===== config.mk =====
export PLATFORM = sky130hd
export DESIGN_NAME = if_stage
export DESIGN_NICKNAME = d
export VERILOG_FILES = /design/src/rtl/if_stage.sv
export SDC_FILE = /design/constraint.sdc
export NUM_CORES = 1
export LEC_CHECK = 0
export ABC_CLOCK_PERIOD_IN_PS = 2850
export BUFFER_PORTS_ARGS = -buffer_cell sky130_fd_sc_hd__buf_2
export CORE_ASPECT_RATIO = 0.8
export CORE_MARGIN = 3
export CORE_UTILIZATION = 29
export CTS_CLUSTER_SIZE = 20
export DETAILED_ROUTE_END_ITERATION = 8
export GPL_ROUTABILITY_DRIVEN = 1
export SLEW_MARGIN = 20
export SYNTH_ARGS = -nofsm -noshare
export SYNTH_HDL_FRONTEND = slang
export SYNTH_SLANG_ARGS = --single-unit

===== constraint.sdc =====
create_clock -name clk -period 2.85 [get_ports clk]
set_input_delay 0.57 -clock clk [delete_from_list [all_inputs] [get_ports clk]]
set_output_delay 0.57 -clock clk [all_outputs]
set_load 0.03 [all_outputs]

===== src/rtl/if_stage.sv =====
// Instruction-fetch stage: PC, imem req/ack fetch, one-word skid buffer, IF/ID register.
// Optional performance counters are enabled with `define IF_STAGE_PERF_EN.
module if_stage #(
    parameter logic [31:0] RESET_PC = 32'h0000_0000
) (
    input  logic        clk,
    input  logic        rst,
    input  logic        freeze,
    input  logic        branch_taken,
    input  logic [31:0] branch_addr,
    output logic        imem_req,
    output logic [31:0] imem_addr,
    input  logic        imem_ack,
    input  logic [31:0] imem_rdata,
    output logic [31:0] pc_out,
    output logic [31:0] instruction,
    output logic        valid
`ifdef IF_STAGE_PERF_EN
    ,
    output logic [31:0] fetch_count,
    output logic [31:0] stall_count
`endif
);
    localparam logic [31:0] BUBBLE = 32'hF000_0000;

    typedef enum logic [1:0] {FETCH, FULL, DRAIN} state_t;

    state_t      state;
    logic [31:0] pc;
    logic [31:0] redirect_pc;
    logic [31:0] skid_pc;
    logic [31:0] skid_instr;
    logic        started;
    logic        ack;
    logic [31:0] target;
    logic [31:0] pc_next;

    // Request is a pure decode of registered state; held low for the cycle after reset.
    assign imem_req  = started && (state != FULL);
    assign imem_addr = pc;
    assign ack       = imem_ack && imem_req;
    assign target    = {branch_addr[31:2], 2'b00};
    assign pc_next   = pc + 32'd4;

    always_ff @(posedge clk) begin
        if (rst) begin
            state       <= FETCH;
            pc          <= RESET_PC;
            redirect_pc <= 32'd0;
            skid_pc     <= 32'd0;
            skid_instr  <= BUBBLE;
            started     <= 1'b0;
            pc_out      <= 32'd0;
            instruction <= BUBBLE;
            valid       <= 1'b0;
        end else begin
            started <= 1'b1;
            if (branch_taken) begin
                pc_out      <= 32'd0;
                instruction <= BUBBLE;
                valid       <= 1'b0;
                skid_pc     <= 32'd0;
                skid_instr  <= BUBBLE;
                // An unanswered request must complete before the target can be issued.
                if (imem_req && !imem_ack) begin
                    redirect_pc <= target;
                    state       <= DRAIN;
                end else begin
                    pc    <= target;
                    state <= FETCH;
                end
            end else begin
                case (state)
                    DRAIN: begin
                        if (!freeze) begin
                            pc_out      <= 32'd0;
                            instruction <= BUBBLE;
                            valid       <= 1'b0;
                        end
                        if (ack) begin
                            pc    <= redirect_pc;
                            state <= FETCH;
                        end
                    end
                    FULL: begin
                        if (!freeze) begin
                            pc_out      <= skid_pc;
                            instruction <= skid_instr;
                            valid       <= 1'b1;
                            skid_pc     <= 32'd0;
                            skid_instr  <= BUBBLE;
                            state       <= FETCH;
                        end
                    end
                    default: begin
                        if (freeze) begin
                            if (ack) begin
                                skid_pc    <= pc_next;
                                skid_instr <= imem_rdata;
                                pc         <= pc_next;
                                state      <= FULL;
                            end
                        end else if (ack) begin
                            pc_out      <= pc_next;
                            instruction <= imem_rdata;
                            valid       <= 1'b1;
                            pc          <= pc_next;
                        end else begin
                            pc_out      <= pc_next;
                            instruction <= BUBBLE;
                            valid       <= 1'b0;
                        end
                    end
                endcase
            end
        end
    end

`ifdef IF_STAGE_PERF_EN
    logic load_valid;
    assign load_valid = !branch_taken &&
                        (((state == FETCH) && !freeze && ack) ||
                         ((state == FULL) && !freeze));

    always_ff @(posedge clk) begin
        if (rst) begin
            fetch_count <= 32'd0;
            stall_count <= 32'd0;
        end else begin
            if (load_valid)
                fetch_count <= fetch_count + 32'd1;
            if (freeze || (state == DRAIN))
                stall_count <= stall_count + 32'd1;
        end
    end
`endif

endmodule


# ---- After elaboration in Yosys (flattened, before gate mapping)
# Index checks and enable logic that the tools add are counted.
dict set report totals {
  register_bits 194
  inputBits 69
  out_inout_bits 98
  wordCells 65
}
dict set report classes {
  add_sub_neg 1
  eq_ne 8
  muxes 32
  bitwise_logic 1
  n_reduce_logical 14
}
# operator count
set ops {}
lappend ops {{32-bit two-way mux} 14}
lappend ops {{32-bit one-hot mux with 2 select lines} 5}
lappend ops {{32-bit by 3-bit adder with 32-bit output (second input constant)} 1}
lappend ops {{2-bit two-way mux} 6}
lappend ops {{4-bit AND reduction} 2}
lappend ops {{2-bit inequality test (second input constant)} 3}
lappend ops {{3-bit inequality test (second input constant)} 2}
lappend ops {{2-bit nonzero test} 3}
lappend ops {{1-bit two-way mux} 5}
lappend ops {{2-bit one-hot mux with 2 select lines} 1}
lappend ops {{4-bit nonzero test} 1}
lappend ops {{1-bit logical AND} 3}
lappend ops {{3-bit AND reduction} 1}
lappend ops {{3-bit nonzero test} 1}
lappend ops {{2-bit by 1-bit equality test with 1-bit output (second input constant)} 1}
lappend ops {{2-bit equality test (second input constant)} 1}
lappend ops {{2-bit by 1-bit inequality test with 1-bit output (second input constant)} 1}
lappend ops {{1-bit one-hot mux with 2 select lines} 1}
lappend ops {{2-bit AND reduction} 1}
lappend ops {{2-bit OR reduction} 1}
lappend ops {{1-bit logical NOT} 1}
lappend ops {{1-bit NOT} 1}

# ---- Depth between registers and ports, before layout
dict set report depth {
  word_depth 7
  depth_mapped 11
  ltp_nobuf 7
}

# ---- Worst setup path before layout
# No wires, ideal clock.
dict set report synth_path {
  path_kind {reg2reg}
  start {reg pc[7], in the netlist imem_addr[7]}
  end {reg pc[25], in the netlist imem_addr[25]}
  setup_ns 0.077
  arrival_time_ns 2.522
  required_time_ns 2.773
  setup_slack_ns 0.251
  path_stages_with_launch 8
  n_path_buf 2
  period_less_slack_ns 2.599
  path_cell_list {dfxtp_1 > clkbuf_2 > nand3_1 > or4_4 > buf_6 > or3_4 > or4_4 > a41oi_2}
}
dict set report synth_via {
  elab_chain_cells 4
}
# item line
set synth_rtl {}
lappend synth_rtl {{from (decl)} 29} ;# logic [31:0] pc;
lappend synth_rtl {{from (signal assigned)} 69} ;# pc <= target;
lappend synth_rtl {{from (signal assigned)} 81} ;# pc <= redirect_pc;
lappend synth_rtl {{from (signal assigned)} 100} ;# pc <= pc_next;
lappend synth_rtl {{32-bit by 3-bit adder with 32-bit output} 43} ;# assign pc_next = pc + 32'd4;
lappend synth_rtl {{32-bit two-way mux} {97, 103}}
lappend synth_rtl {{32-bit one-hot mux with 2 select lines} 73} ;# case (state)
lappend synth_rtl {{32-bit two-way mux} 58} ;# if (branch_taken) begin
# No other way between the ends. The select of a mux whose other input is x is not followed.
# A chain may end at the register's enable or synchronous reset.

# ---- Final worst setup path
dict set report layout_path {
  start {reg pc[3], in the netlist imem_addr[3]}
  end {reg pc[24], in the netlist imem_addr[24]}
}
# The elaborated chain is that of the path after synthesis.

==> impl_metrics.tcl <==
set metrics [dict create \
    hold_buffers 0 \
    synth_edf_count 0 \
    syn_to_final_growth_pct 21.01 \
    r2r_end "imem_addr[24]" \
    h-tree-depth 4 \
    setup_violations 0 \
    r2r_cells 6 \
    skew_ns 0.01074 \
    holdWs_ns 0.3785 \
    synth_commonest_cells "189 x dfxtp_1, 175 x nand2_1, 145 x a21oi_1" \
    core-area_um2 29500 \
    root_buffer "clkbuf_16" \
    yosys.cell_types.count 67 \
    synth-simple-area-share 0.2334 \
    rows 56 \
    drv_cap 0 \
    syn_avg_cell_area_um2 7.793 \
    grt_start_max_net_pins 60 \
    p_leak_uw 0.003986 \
    synth_top_family_by_area "compound AO/OA/AOI/OAI gates" \
    cp-start-kind "flip-flop" \
    yosysTopAreaCell "dfxtp_1" \
    drc 0 \
    clkSinkCount 189 \
    drive_gt1_frac 0.2011 \
    post_cts_buffers 0 \
    r2r_start "imem_addr[3]" \
    cts_resized 0 \
    synthCells 1120 \
    regToRegSetupSlack_ns 0.27 \
    synthXorXnorAreaFrac 0.02007 \
    vias_per_cell 5.411 \
    worst_slew_pin_slew_ns 0.7743 \
    slew_headroom 0.4822 \
    min_from "imem_rdata[29]" \
    hold_viol_final 0 \
    initial_core_util 0.2959 \
    synth_top_cell_area_share 0.4335 \
    design_area_um2 10560 \
    ys_ff_latch 189 \
    track_usage 0.1830 \
    gr-total-overflow 0 \
    muxShareOfSynthArea 0.004731 \
    max_freq_mhz 387.4 \
    end_kind "flip-flop" \
    yosysMostFrequentCell "dfxtp_1" \
    crit_arrival_ns 2.86 \
    total_power_uw 6123 \
    antenna_found_initial 0 \
    fin_nets 1309 \
    drt_first_pass_iters 5 \
    synthTopCellsByArea "dfxtp_1 43%, a21oi_1 8.3%, nand2_1 7.5%" \
    fp.dieArea_um2 32230 \
    die-width_um 200.0 \
    fin_setup_tns_ns 0 \
    totalWireLength_um 29880 \
    synth-warning-count 0 \
    grt_pass1_wl_um 47020 \
    place.gp.congestion 0.9056 \
    ys_seq_area_frac 0.4335 \
    crit_fanout 10 \
    slew_violations 0 \
    whs_path_depth 3 \
    hold-path-endpoint "instruction[29]" \
    rsz0062_at_grt "no" \
    placed_area_um2 9970 \
    io_buffers 162 \
    num_io_pins 167 \
    dp_hpwl_um 20730 \
    routedWlPerCell_um 18.06 \
    cts_buffers 17 \
    cts_tree "built" \
    netlist_area_um2 8728 \
    period_needed_ns 2.581 \
    async_flop_share 0 \
    synthAdderAreaFrac 0.004300 \
    clk_latency_ns 0.43 \
    powerDensity_nw_per_um2 579.7 \
    synth-main-ff-cell "dfxtp_1" \
    ir_drop_v 0.0004233 \
    hold_path_class "input pin to flip-flop" \
    ant_nets 0 \
    clk_pin_slew_worst_paths_ns 0.07 \
    synth_compound_area_frac 0.2506 \
    critPathRequiredTime_ns 3.13 \
    drt_iter0_drc 807 \
    grt_pass1_vias 8237 \
    outcome "complete, no violations" \
    fin_crit_sh 0.9057 \
    place_ws_ns 0.3274 \
    die_y_um 161.2 \
    num_vias 8950 \
    setup_slack_ns 0.2688 \
    path_class "flip-flop to flip-flop" \
    diodes 0 \
    cts_max_path_buffers 2 \
]
-- flip-flops by register name (all words and copies together), names as in the netlist --
register,flops
imem_addr,30
valid,1
pc_out,31
skid_instr,32
state,2
skid_pc,30
redirect_pc,30
started,1
instruction,32
-- through the flow --
step	util	instances
after floorplan	-	1121
after CTS	0.3581	1654
after global routing	0.3581	1654
after detailed placement	0.3380	1624
after global placement	0.3380	1624
final	0.3581	1654
-- cell type report --
cell class | instances | area, µm²
Clock inverter | 8 | 108.9
Clock buffer | 22 | 484.2
Inverter | 13 | 48.80
Multi-Input combinational cell | 815 | 4513
Tap cell | 406 | 508.0
Timing Repair Buffer | 201 | 1116
Fill cell | 3135 | 18940
Sequential cell | 189 | 3784
-- report_power, final --
part	total, µW	switching (µW)	internal (µW)
clock	2460	1070	1380
combinational	839	575	264
sequential	2830	95.4	2730
-- per-layer routing --
layer,part of all wire,global-route usage
met5,0,0
met4,0.015,0.04534
met3,0.078,0.04359
met2,0.44,0.2702
met1,0.46,0.2681
-- how the worst max path moves through the flow --
stage                             from             to  cells after the start
after global routing      imem_addr[3]  imem_addr[22]                      7
after global placement    imem_addr[7]    skid_pc[31]                      5
after detailed placement  imem_addr[3]  imem_addr[24]                      6
after floorplan           imem_addr[7]  imem_addr[25]                      7
final                     imem_addr[3]  imem_addr[24]                      6
after CTS                 imem_addr[3]  imem_addr[24]                      6
-- cell families (layout without fill, tap and decap cells) --
logic type | after synthesis | after routing
multiplexers | 4 | 4
adder cells (fa/ha/maj) | 3 | 3
flip-flops | 189 | 189
other | 1 | 2
AO/OA/AOI/OAI | 358 | 358
XOR/XNOR | 20 | 20
buffers and inverters | 117 | 244
AND/OR/NAND/NOR | 428 | 428
-- cells in the final DEF (no fill, tap or decap), types with 6 or more instances in the layout --
cell type	netlist	routed
dfxtp_1	189	189
nand2_1	175	174
buf_2	0	162
a21oi_1	145	143
o21ai_0	98	98
nor2_1	80	79
nor3_1	52	51
buf_4	3	38
a221oi_1	32	32
nand3b_1	30	30
nand3_1	23	23
clkbuf_16	0	17
nor4_1	16	16
a211oi_1	13	13
and3_1	12	12
xnor2_1	12	12
inv_1	11	11
o211ai_1	8	8
nand4_1	8	8
xor2_1	8	8
a31oi_1	6	6
o31a_1	6	6
or3_1	6	6
-- worst max-delay path, stage by stage, from the launching register on --
cell	delay, ns
dfxtp_1	0.44
ha_1	0.28
nand4_1	0.17
or4_1	0.79
or3_1	0.46
mux2i_1	0.15
o311ai_0	0.13
(Power assumes the default switching activity.)
